==> src/rtl/cache_mem_ctrl_pkg.sv <==
// Shared defaults and FSM state encoding for the data-cache memory-side controller.
package cache_mem_ctrl_pkg;

  localparam int ADDR_W_DEF     = 8;
  localparam int DATA_W_DEF     = 16;
  localparam int WBUF_DEPTH_DEF = 2;

  typedef enum logic [1:0] {
    ST_IDLE = 2'd0,
    ST_RD   = 2'd1,
    ST_WR   = 2'd2,
    ST_FILL = 2'd3
  } state_e;

endpackage

==> src/rtl/cache_mem_ctrl_wbuf.sv <==
// Write-through store buffer: circular FIFO with oldest-first head and youngest-match lookup.
// Push/pop take effect on the clock edge; full comes from the registered count, so the producer must respect it.
module cache_mem_ctrl_wbuf
  import cache_mem_ctrl_pkg::*;
#(
  parameter int ADDR_W = ADDR_W_DEF,
  parameter int DATA_W = DATA_W_DEF,
  parameter int DEPTH  = WBUF_DEPTH_DEF
) (
  input  logic              clk,
  input  logic              rst,
  input  logic              push,
  input  logic [ADDR_W-1:0] push_addr,
  input  logic [DATA_W-1:0] push_data,
  input  logic              pop,
  input  logic [ADDR_W-1:0] lookup_addr,
  output logic              full,
  output logic              empty,
  output logic [ADDR_W-1:0] head_addr,
  output logic [DATA_W-1:0] head_data,
  output logic              match_any,
  output logic [DATA_W-1:0] match_data
);

  localparam int PTR_W = $clog2(DEPTH);
  localparam int CNT_W = PTR_W + 1;

  logic [ADDR_W-1:0] addr_mem [DEPTH];
  logic [DATA_W-1:0] data_mem [DEPTH];
  logic [PTR_W-1:0]  rd_ptr;
  logic [PTR_W-1:0]  wr_ptr;
  logic [CNT_W-1:0]  count;
  logic [PTR_W-1:0]  idx;

  always_ff @(posedge clk) begin
    if (push) begin
      addr_mem[wr_ptr] <= push_addr;
      data_mem[wr_ptr] <= push_data;
    end
  end

  always_ff @(posedge clk) begin
    if (rst) begin
      rd_ptr <= '0;
      wr_ptr <= '0;
      count  <= '0;
    end else begin
      if (push) wr_ptr <= wr_ptr + PTR_W'(1);
      if (pop)  rd_ptr <= rd_ptr + PTR_W'(1);
      case ({push, pop})
        2'b10:   count <= count + CNT_W'(1);
        2'b01:   count <= count - CNT_W'(1);
        default: count <= count;
      endcase
    end
  end

  assign full      = (count == CNT_W'(DEPTH));
  assign empty     = (count == '0);
  assign head_addr = addr_mem[rd_ptr];
  assign head_data = data_mem[rd_ptr];

  // Walk entries oldest to youngest so the last hit left standing is the youngest store.
  always_comb begin
    match_any  = 1'b0;
    match_data = '0;
    idx        = rd_ptr;
    for (int i = 0; i < DEPTH; i++) begin
      idx = rd_ptr + PTR_W'(i);
      if ((CNT_W'(i) < count) && (addr_mem[idx] == lookup_addr)) begin
        match_any  = 1'b1;
        match_data = data_mem[idx];
      end
    end
  end

endmodule

==> src/rtl/cache_mem_ctrl.sv <==
// Memory-side cache controller: read-miss fills plus buffered write-through drain (WBUF_FWD_EN forwards buffered stores).
// Miss: mem_req the cycle after accept, fill_valid the cycle after mem_ack; stores stall only when the buffer is full.
module cache_mem_ctrl
  import cache_mem_ctrl_pkg::*;
#(
  parameter int ADDR_W     = ADDR_W_DEF,
  parameter int DATA_W     = DATA_W_DEF,
  parameter int WBUF_DEPTH = WBUF_DEPTH_DEF
) (
  input  logic              clk,
  input  logic              rst,
  input  logic              miss_req,
  input  logic [ADDR_W-1:0] miss_addr,
  output logic              fill_valid,
  output logic [ADDR_W-1:0] fill_addr,
  output logic [DATA_W-1:0] fill_data,
  output logic              busy,
  input  logic              wr_req,
  input  logic [ADDR_W-1:0] wr_addr,
  input  logic [DATA_W-1:0] wr_data,
  output logic              wr_ready,
  output logic              mem_req,
  output logic              mem_we,
  output logic [ADDR_W-1:0] mem_addr,
  output logic [DATA_W-1:0] mem_wdata,
  input  logic              mem_ack,
  input  logic [DATA_W-1:0] mem_rdata
);

`ifdef WBUF_FWD_EN
  localparam bit FWD_EN = 1'b1;
`else
  localparam bit FWD_EN = 1'b0;
`endif

  state_e            state;
  state_e            state_next;
  logic              wb_full;
  logic              wb_empty;
  logic              wb_match;
  logic [ADDR_W-1:0] wb_head_addr;
  logic [DATA_W-1:0] wb_head_data;
  logic [DATA_W-1:0] wb_match_data;
  logic              push;
  logic              pop;

  assign wr_ready   = ~wb_full;
  assign push       = wr_req & wr_ready;
  assign pop        = (state == ST_WR) & mem_ack;
  assign fill_valid = (state == ST_FILL);
  assign busy       = miss_req & ~fill_valid;

  cache_mem_ctrl_wbuf #(
    .ADDR_W (ADDR_W),
    .DATA_W (DATA_W),
    .DEPTH  (WBUF_DEPTH)
  ) u_wbuf (
    .clk         (clk),
    .rst         (rst),
    .push        (push),
    .push_addr   (wr_addr),
    .push_data   (wr_data),
    .pop         (pop),
    .lookup_addr (miss_addr),
    .full        (wb_full),
    .empty       (wb_empty),
    .head_addr   (wb_head_addr),
    .head_data   (wb_head_data),
    .match_any   (wb_match),
    .match_data  (wb_match_data)
  );

  always_ff @(posedge clk) begin
    if (rst) begin
      state     <= ST_IDLE;
      fill_addr <= '0;
      fill_data <= '0;
    end else begin
      state <= state_next;
      if (state == ST_IDLE && miss_req) fill_addr <= miss_addr;
      if (state == ST_IDLE && miss_req && wb_match && FWD_EN) fill_data <= wb_match_data;
      if (state == ST_RD && mem_ack) fill_data <= mem_rdata;
    end
  end

  // A miss to an address still in the buffer must not overtake that store in memory.
  always_comb begin
    state_next = state;
    mem_req    = 1'b0;
    mem_we     = 1'b0;
    mem_addr   = '0;
    mem_wdata  = '0;
    case (state)
      ST_IDLE: begin
        if (miss_req && !wb_match)    state_next = ST_RD;
        else if (miss_req && FWD_EN)  state_next = ST_FILL;
        else if (!wb_empty)           state_next = ST_WR;
      end
      ST_RD: begin
        mem_req  = 1'b1;
        mem_addr = miss_addr;
        if (mem_ack) state_next = ST_FILL;
      end
      ST_WR: begin
        mem_req   = 1'b1;
        mem_we    = 1'b1;
        mem_addr  = wb_head_addr;
        mem_wdata = wb_head_data;
        if (mem_ack) state_next = ST_IDLE;
      end
      ST_FILL: state_next = ST_IDLE;
      default: state_next = ST_IDLE;
    endcase
  end

endmodule

==> config.mk <==
export PLATFORM = sky130hd
export DESIGN_NAME = cache_mem_ctrl
export DESIGN_NICKNAME = d
export VERILOG_FILES = /design/src/rtl/cache_mem_ctrl_pkg.sv /design/src/rtl/cache_mem_ctrl_wbuf.sv /design/src/rtl/cache_mem_ctrl.sv
export SDC_FILE = /design/constraint.sdc
export NUM_CORES = 1
export LEC_CHECK = 0
export ABC_CLOCK_PERIOD_IN_PS = 5650
export CAP_MARGIN = 20
export CORE_MARGIN = 2
export CORE_UTILIZATION = 50
export DETAILED_ROUTE_END_ITERATION = 8
export GPL_ROUTABILITY_DRIVEN = 1
export GPL_TIMING_DRIVEN = 0
export HOLD_SLACK_MARGIN = 0.06
export PLACE_DENSITY = 0.89
export SLEW_MARGIN = 10
export SYNTH_ARGS = -nofsm -noshare
export SYNTH_HDL_FRONTEND = slang
export SYNTH_SLANG_ARGS = --single-unit
export TNS_END_PERCENT = 100
==> constraint.sdc <==
create_clock -name clk -period 5.65 [get_ports clk]
set_input_delay 0.565 -clock clk [delete_from_list [all_inputs] [get_ports clk]]
set_output_delay 0.565 -clock clk [all_outputs]
set_load 0.01 [all_outputs]
==> results of run 1 <==
[state kept, by name, indices dropped and copies added (netlist names), named ones only]
| register | cells |
|---|---|
| u_wbuf.data_mem | 32 |
| fill_data | 16 |
| u_wbuf.addr_mem | 16 |
| fill_addr | 8 |
| state | 2 |
| u_wbuf.count | 2 |
| u_wbuf.rd_ptr | 1 |
| u_wbuf.wr_ptr | 1 |
[logic make-up after synthesis]
group                    synth area share, %
buffers and inverters                   2.56
AO/OA/AOI/OAI                           7.42
XOR/XNOR                                4.79
AND/OR/NAND/NOR                         13.4
adder cells (fa/ha/maj)                 2.88
multiplexers                            9.65
flip-flops                              59.3
[report_power, final]
group          switching [mW]  internal [mW]
clock                   0.227          0.169
sequential             0.0347          0.697
combinational           0.255          0.257
total                   0.516           1.12
[worst reg2reg max path: stages, from the launching register on]
cell     delay (ns)
dfxtp_1        0.31
buf_2          0.18
buf_2          0.30
mux2_2         0.41
xor2_1         0.15
nor4_1         0.23
nand3_1        0.16
a41o_1         0.23
[synthesized netlist by cell type (2+ instances only)]
cell       n
a21o_1     2
a21oi_1   26
a22oi_1    8
and2_1     2
buf_1      2
buf_2      2
clkbuf_1  11
dfxtp_1   31
edfxtp_1  48
ha_1       8
inv_1      5
mux2_2     8
mux2i_1   23
nand2_1   45
nand3_1    9
nor2_1     9
nor2b_1   25
xnor2_1    2
xor2_1    17
[metal layers]
| layer | track usage, % | vias to the layer above | routed length, um |
|---|---|---|---|
| met5 | 0 | - | 0 |
| met4 | 12.0 | 0 | 169 |
| met3 | 4.83 | 15 | 525 |
| met2 | 33.0 | 83 | 3850 |
| met1 | 24.6 | 1223 | 3130 |
| li1 | - | 1287 | - |
[final timing paths]
check | slack, ns | cells past startpoint | from | to
worst min register to register | 0.46 | 2 | fill_addr[1] | fill_addr[1]
worst max-delay path | 2.44 | 6 | flop | mem_wdata[7]
worst min-delay path | 0.46 | 2 | fill_addr[1] | fill_addr[1]
worst max register to register | 3.59 | 7 | flop | state[0]
[per-stage QoR]
stage               instance area [um2]  utilization [%]  power, mW
detailed placement                 4640             68.7       1.25
global placement                   4630             68.5       1.22
floorplan                          3470                -       1.03
finish                             4860             71.9       1.64
CTS                                4830             71.5       1.65
global route                       4860             71.9       1.73
[final cells by class]
class                           instances  share of cell area [%]
Sequential cell                        79                    42.5
Multi-Input combinational cell        198                    27.3
Timing Repair Buffer                  107                    22.5
Clock buffer                            9                    2.55
Tap cell                               80                    2.06
Buffer                                 16                    1.44
Clock inverter                          7                    1.29
Inverter                                5                   0.386
==> impl_metrics.json, run 1 <==
{
  "nFillCells": 465,
  "synthCells": 298,
  "path_max_fanout": 10,
  "gr-total-overflow": 0,
  "io_pins": 106,
  "finClkSkew_ns": 0.0100,
  "cp.required_ns": 5.09,
  "postCtsSetupRepairBufs": 0,
  "routed_wirelength_um": 7670,
  "ys_ff_latch": 79,
  "nets": 477,
  "worstSetupStartpointType": "flop",
  "cts_buffers": 9,
  "path_cells": "buf_2 > buf_2 > buf_1 > mux2i_1 > nor2b_1 > clkdlybuf4s50_1",
  "layout-drive-gt1-share_pct": 7.60,
  "leakagePower_nw": 1.67,
  "setup_slack_ns": 2.44,
  "cts_sinks": 79,
  "clock_latency_ns": 0.36,
  "die_y_um": 87.4,
  "pre_cts_slack_ns": 2.79,
  "synth_fp_nets": 359,
  "drt_iter0_drc": 113,
  "synth_top_cell_by_area": "edfxtp_1",
  "yosysSeqAreaShare_pct": 59.3,
  "cp_top_family": "buffers and inverters",
  "via_count": 2608,
  "syn2layout_area_growth_pct": 39.8,
  "dp_hpwl_um": 5610,
  "wl_per_cell_um": 15.3,
  "yosys_warnings": 0,
  "cts_buffer_depth": 2,
  "yosys-top-cells-area": "edfxtp_1, dfxtp_1, mux2i_1",
  "setup_viol": 0,
  "p_per_area_nw_per_um2": 338,
  "drv_slew": 0,
  "async_flop_share_pct": 0,
  "hold_class": "flop to flop",
  "drc": 0,
  "fp.dieW_um": 87.4,
  "layout_min_cycle_time_ns": 3.21,
  "holdBufCountCts": 0,
  "clkTransAtPathRegs_ns": 0.09,
  "cts_tree": "yes",
  "max_stage_delay_ns": 0.59,
  "firstDrtPassIters": 4,
  "rsz0062_at_grt": "no",
  "multi_input_area_um2": 1330,
  "row_count": 30,
  "grt_first_pass_wirelength_um": 11700,
  "critical-path-slowest-cell": "buf_1",
  "endpoint_kind": "output port",
  "die_area_um2": 7630,
  "min_period_over_period_pct": 56.8,
  "port_buffers": 105,
  "final_cell_mix": "clkdlybuf4s50_1, edfxtp_1, nand2_1",
  "synth_edf_count": 48,
  "ir_drop_mv": 0.250,
  "hold_viol_final": 0,
  "initial_utilization_pct": 51.4,
  "cpMostUsedCell": "buf_2",
  "vias_per_cell": 5.21,
  "cp.buffers_inverters": 4,
  "final_common_cell": "clkdlybuf4s50_1",
  "worstPathArrival_ns": 2.64,
  "place_inst": 484,
  "grt_max_degree": 25,
  "yosysTopAreaCellShare_pct": 41.5,
  "antenna_cells": 0,
  "synthDistinctLibCells": 34,
  "h-tree-depth": 3,
  "syn_area_per_cell_um2": 11.7,
  "cts_resized": 0,
  "gp_congestion": 0.800,
  "register_area_um2": 2060,
  "slew_headroom_pct": 52.4,
  "fmax_mhz": 312,
  "antenna_found_initial": 0,
  "cts_root_buffer": "clkbuf_8",
  "drv_cap": 0,
  "ys.flop_type": "edfxtp_1",
  "layoutNonFillerInstCount": 501,
  "design.core.area_um2": 6760,
  "tns_ns": 0,
  "whs_ns": 0.458,
  "grtUsageTotal_pct": 20.4,
  "netlist_area_um2": 3470,
  "outcome": "finished, final reports clean",
  "first_global_vias": 2545,
  "crit_type": "flop to output port",
  "max_slew.worst_pin.slew_ns": 0.715,
  "ant_nets": 0
}
Power figures use the tool's default switching activity.
==> inputs of run 2 (changes only) <==
--- a/config.mk
+++ b/config.mk
@@ -5,15 +5,15 @@
 export SDC_FILE = /design/constraint.sdc
 export NUM_CORES = 1
 export LEC_CHECK = 0
-export ABC_CLOCK_PERIOD_IN_PS = 5650
+export ABC_CLOCK_PERIOD_IN_PS = 2800
 export CAP_MARGIN = 20
 export CORE_MARGIN = 2
-export CORE_UTILIZATION = 50
+export CORE_UTILIZATION = 42
 export DETAILED_ROUTE_END_ITERATION = 8
 export GPL_ROUTABILITY_DRIVEN = 1
 export GPL_TIMING_DRIVEN = 0
 export HOLD_SLACK_MARGIN = 0.06
-export PLACE_DENSITY = 0.89
+export PLACE_DENSITY = 0.8
 export SLEW_MARGIN = 10
 export SYNTH_ARGS = -nofsm -noshare
 export SYNTH_HDL_FRONTEND = slang
==> constraint.sdc (replaced) <==
create_clock -name clk -period 2.8 [get_ports clk]
set_input_delay 0.28 -clock clk [delete_from_list [all_inputs] [get_ports clk]]
set_output_delay 0.28 -clock clk [all_outputs]
set_load 0.01 [all_outputs]
==> run 2 against run 1 <==
  * Register-to-register slack got worse by 2.8 ns
  * Combinational power rose by 100%
  * Design area rose by 0.82%
  * Setup slack got worse by 2.2 ns
  * Flip-flop and latch count is the same
  * Wire length is 3.3% lower
  * Global-route usage shrank 3.9 points
  * Highest routed layer unchanged
  * Core utilization is 12 points lower
  * Largest cell class unchanged
  * Sequential power grew 100%
  * Die area grew 18%
==> impl_metrics.json, run 2 (synthesis results as in run 1) <==
{
  "firstDrtPassIters": 4,
  "worstSetupStartpointType": "flop",
  "outcome": "finished, final reports clean",
  "ant_nets": 0,
  "cts_buffers": 9,
  "via_count": 2562,
  "crit_type": "flop to output port",
  "die_y_um": 95.0,
  "cts_buffer_depth": 2,
  "busiest_layer": "met2",
  "slew_headroom_pct": 48.2,
  "initial_utilization_pct": 42.7,
  "wl_per_cell_um": 14.1,
  "max_stage_delay_ns": 0.56,
  "final_cell_mix": "clkdlybuf4s50_1, edfxtp_1, nand2_1",
  "hold_viol_final": 0,
  "row_count": 33,
  "finClkSkew_ns": 0.0108,
  "routed_wirelength_um": 7420,
  "design.core.area_um2": 8130,
  "cts_root_buffer": "clkbuf_8",
  "grt_first_pass_wirelength_um": 11400,
  "nFillCells": 655,
  "drv_cap": 0,
  "leakagePower_nw": 1.68,
  "syn2layout_area_growth_pct": 40.9,
  "endpoint_kind": "output port",
  "grtUsageTotal_pct": 16.5,
  "drc": 0,
  "vias_per_cell": 4.88,
  "clock_latency_ns": 0.35,
  "setup_viol": 0,
  "final_common_cell": "clkdlybuf4s50_1",
  "antenna_found_initial": 0,
  "gp_congestion": 0.844,
  "grt.met2_usage_pct": 26.4,
  "gr-total-overflow": 0,
  "first_global_vias": 2479,
  "min_period_over_period_pct": 92.6,
  "largestRegisters": "u_wbuf.data_mem: 32 flops, fill_data: 16 flops, u_wbuf.addr_mem: 16 flops",
  "io_pins": 106,
  "rsz0062_at_grt": "no",
  "antenna_cells": 0,
  "hold_class": "flop to flop",
  "largest_register_ffs": 32,
  "p_per_area_nw_per_um2": 689,
  "ir_drop_mv": 0.358,
  "cts_sinks": 79,
  "path_max_fanout": 10,
  "worstPathArrival_ns": 2.31,
  "path_cells": "buf_2 > buf_2 > buf_2 > mux2i_1 > nor2b_1 > clkdlybuf4s50_1",
  "drt_iter0_drc": 101,
  "fmax_mhz": 386,
  "hp-start": "fill_data[8]",
  "clkTransAtPathRegs_ns": 0.09,
  "port_buffers": 105,
  "grtUsageMet1_pct": 21.6,
  "cts_tree": "yes",
  "met3_usage_pct": 3.91,
  "h-tree-depth": 3,
  "cpMostUsedCell": "buf_2",
  "layout_min_cycle_time_ns": 2.59,
  "grt_max_degree": 17,
  "drv_slew": 0,
  "nets": 476,
  "fp.dieW_um": 95.0,
  "dp_hpwl_um": 5520,
  "cp.required_ns": 2.52,
  "critical-path-slowest-cell": "clkdlybuf4s50_1",
  "tns_ns": 0,
  "top_register": "u_wbuf.data_mem",
  "die_area_um2": 9020,
  "layout-drive-gt1-share_pct": 8.33,
  "holdBufCountCts": 0,
  "max_slew.worst_pin.slew_ns": 0.776,
  "finalPower_mw": 3.37
}
[run 2: per-stage QoR]
stage	util (%)	area (um2)	hold WS [ns]	std cells	setup WS [ns]
floorplan	-	3470	0.379	298	0.545
global placement	57.3	4660	0.442	508	-0.0767
detailed placement	57.7	4690	0.449	510	0.264
CTS	60.2	4900	0.456	526	0.0992
global route	60.2	4900	0.472	525	0.0393
finish	60.2	4900	0.460	525	0.206
[run 2: cell type report]
cell class / count / area, um2 / share of cell area [%]
well taps: 105 / 131 / 2.68
multi-input cells: 198 / 1330 / 27.1
repair buffers: 107 / 1080 / 22.1
inverters: 5 / 18.8 / 0.383
plain buffers: 15 / 70.1 / 1.43
clock inverters: 7 / 83.8 / 1.71
flip-flops and latches: 79 / 2060 / 42.1
clock buffers: 9 / 124 / 2.53
[run 2: report_power, final]
part / switching [mW] / total, mW / internal [mW]
registers: 0.0670 / 1.47 / 1.41
logic: 0.509 / 1.02 / 0.513
clock network: 0.448 / 0.877 / 0.429
total: 1.02 / 3.37 / 2.35
[run 2: timing repair]
item	in CTS	in global routing
gates resized for setup	2	2
gates cloned	0	0
endpoints found under the setup margin	14	14
buffers inserted	0	0
[run 2: worst paths after layout]
check                                endpoint  slack [ns]  depth (start not counted)
worst max-delay path            mem_wdata[14]        0.21                          6
worst min-delay path             fill_data[8]        0.46                          2
worst max register to register       state[0]        0.75                          7
worst min register to register   fill_data[8]        0.46                          2
[run 2: per-layer routing]
metal / vias to the layer above / share of wire [%]
li1: 1283 / -
met1: 1192 / 45
met2: 79 / 47
met3: 8 / 6.7
met4: 0 / 1.3
met5: - / 0
[run 2: critical path: cells and delay by family (launching register included)]
family	cells	cell delay (ns)
AND/OR/NAND/NOR	1	0.15
multiplexers	1	0.12
buffers and inverters	4	1.39
flip-flops	1	0.31
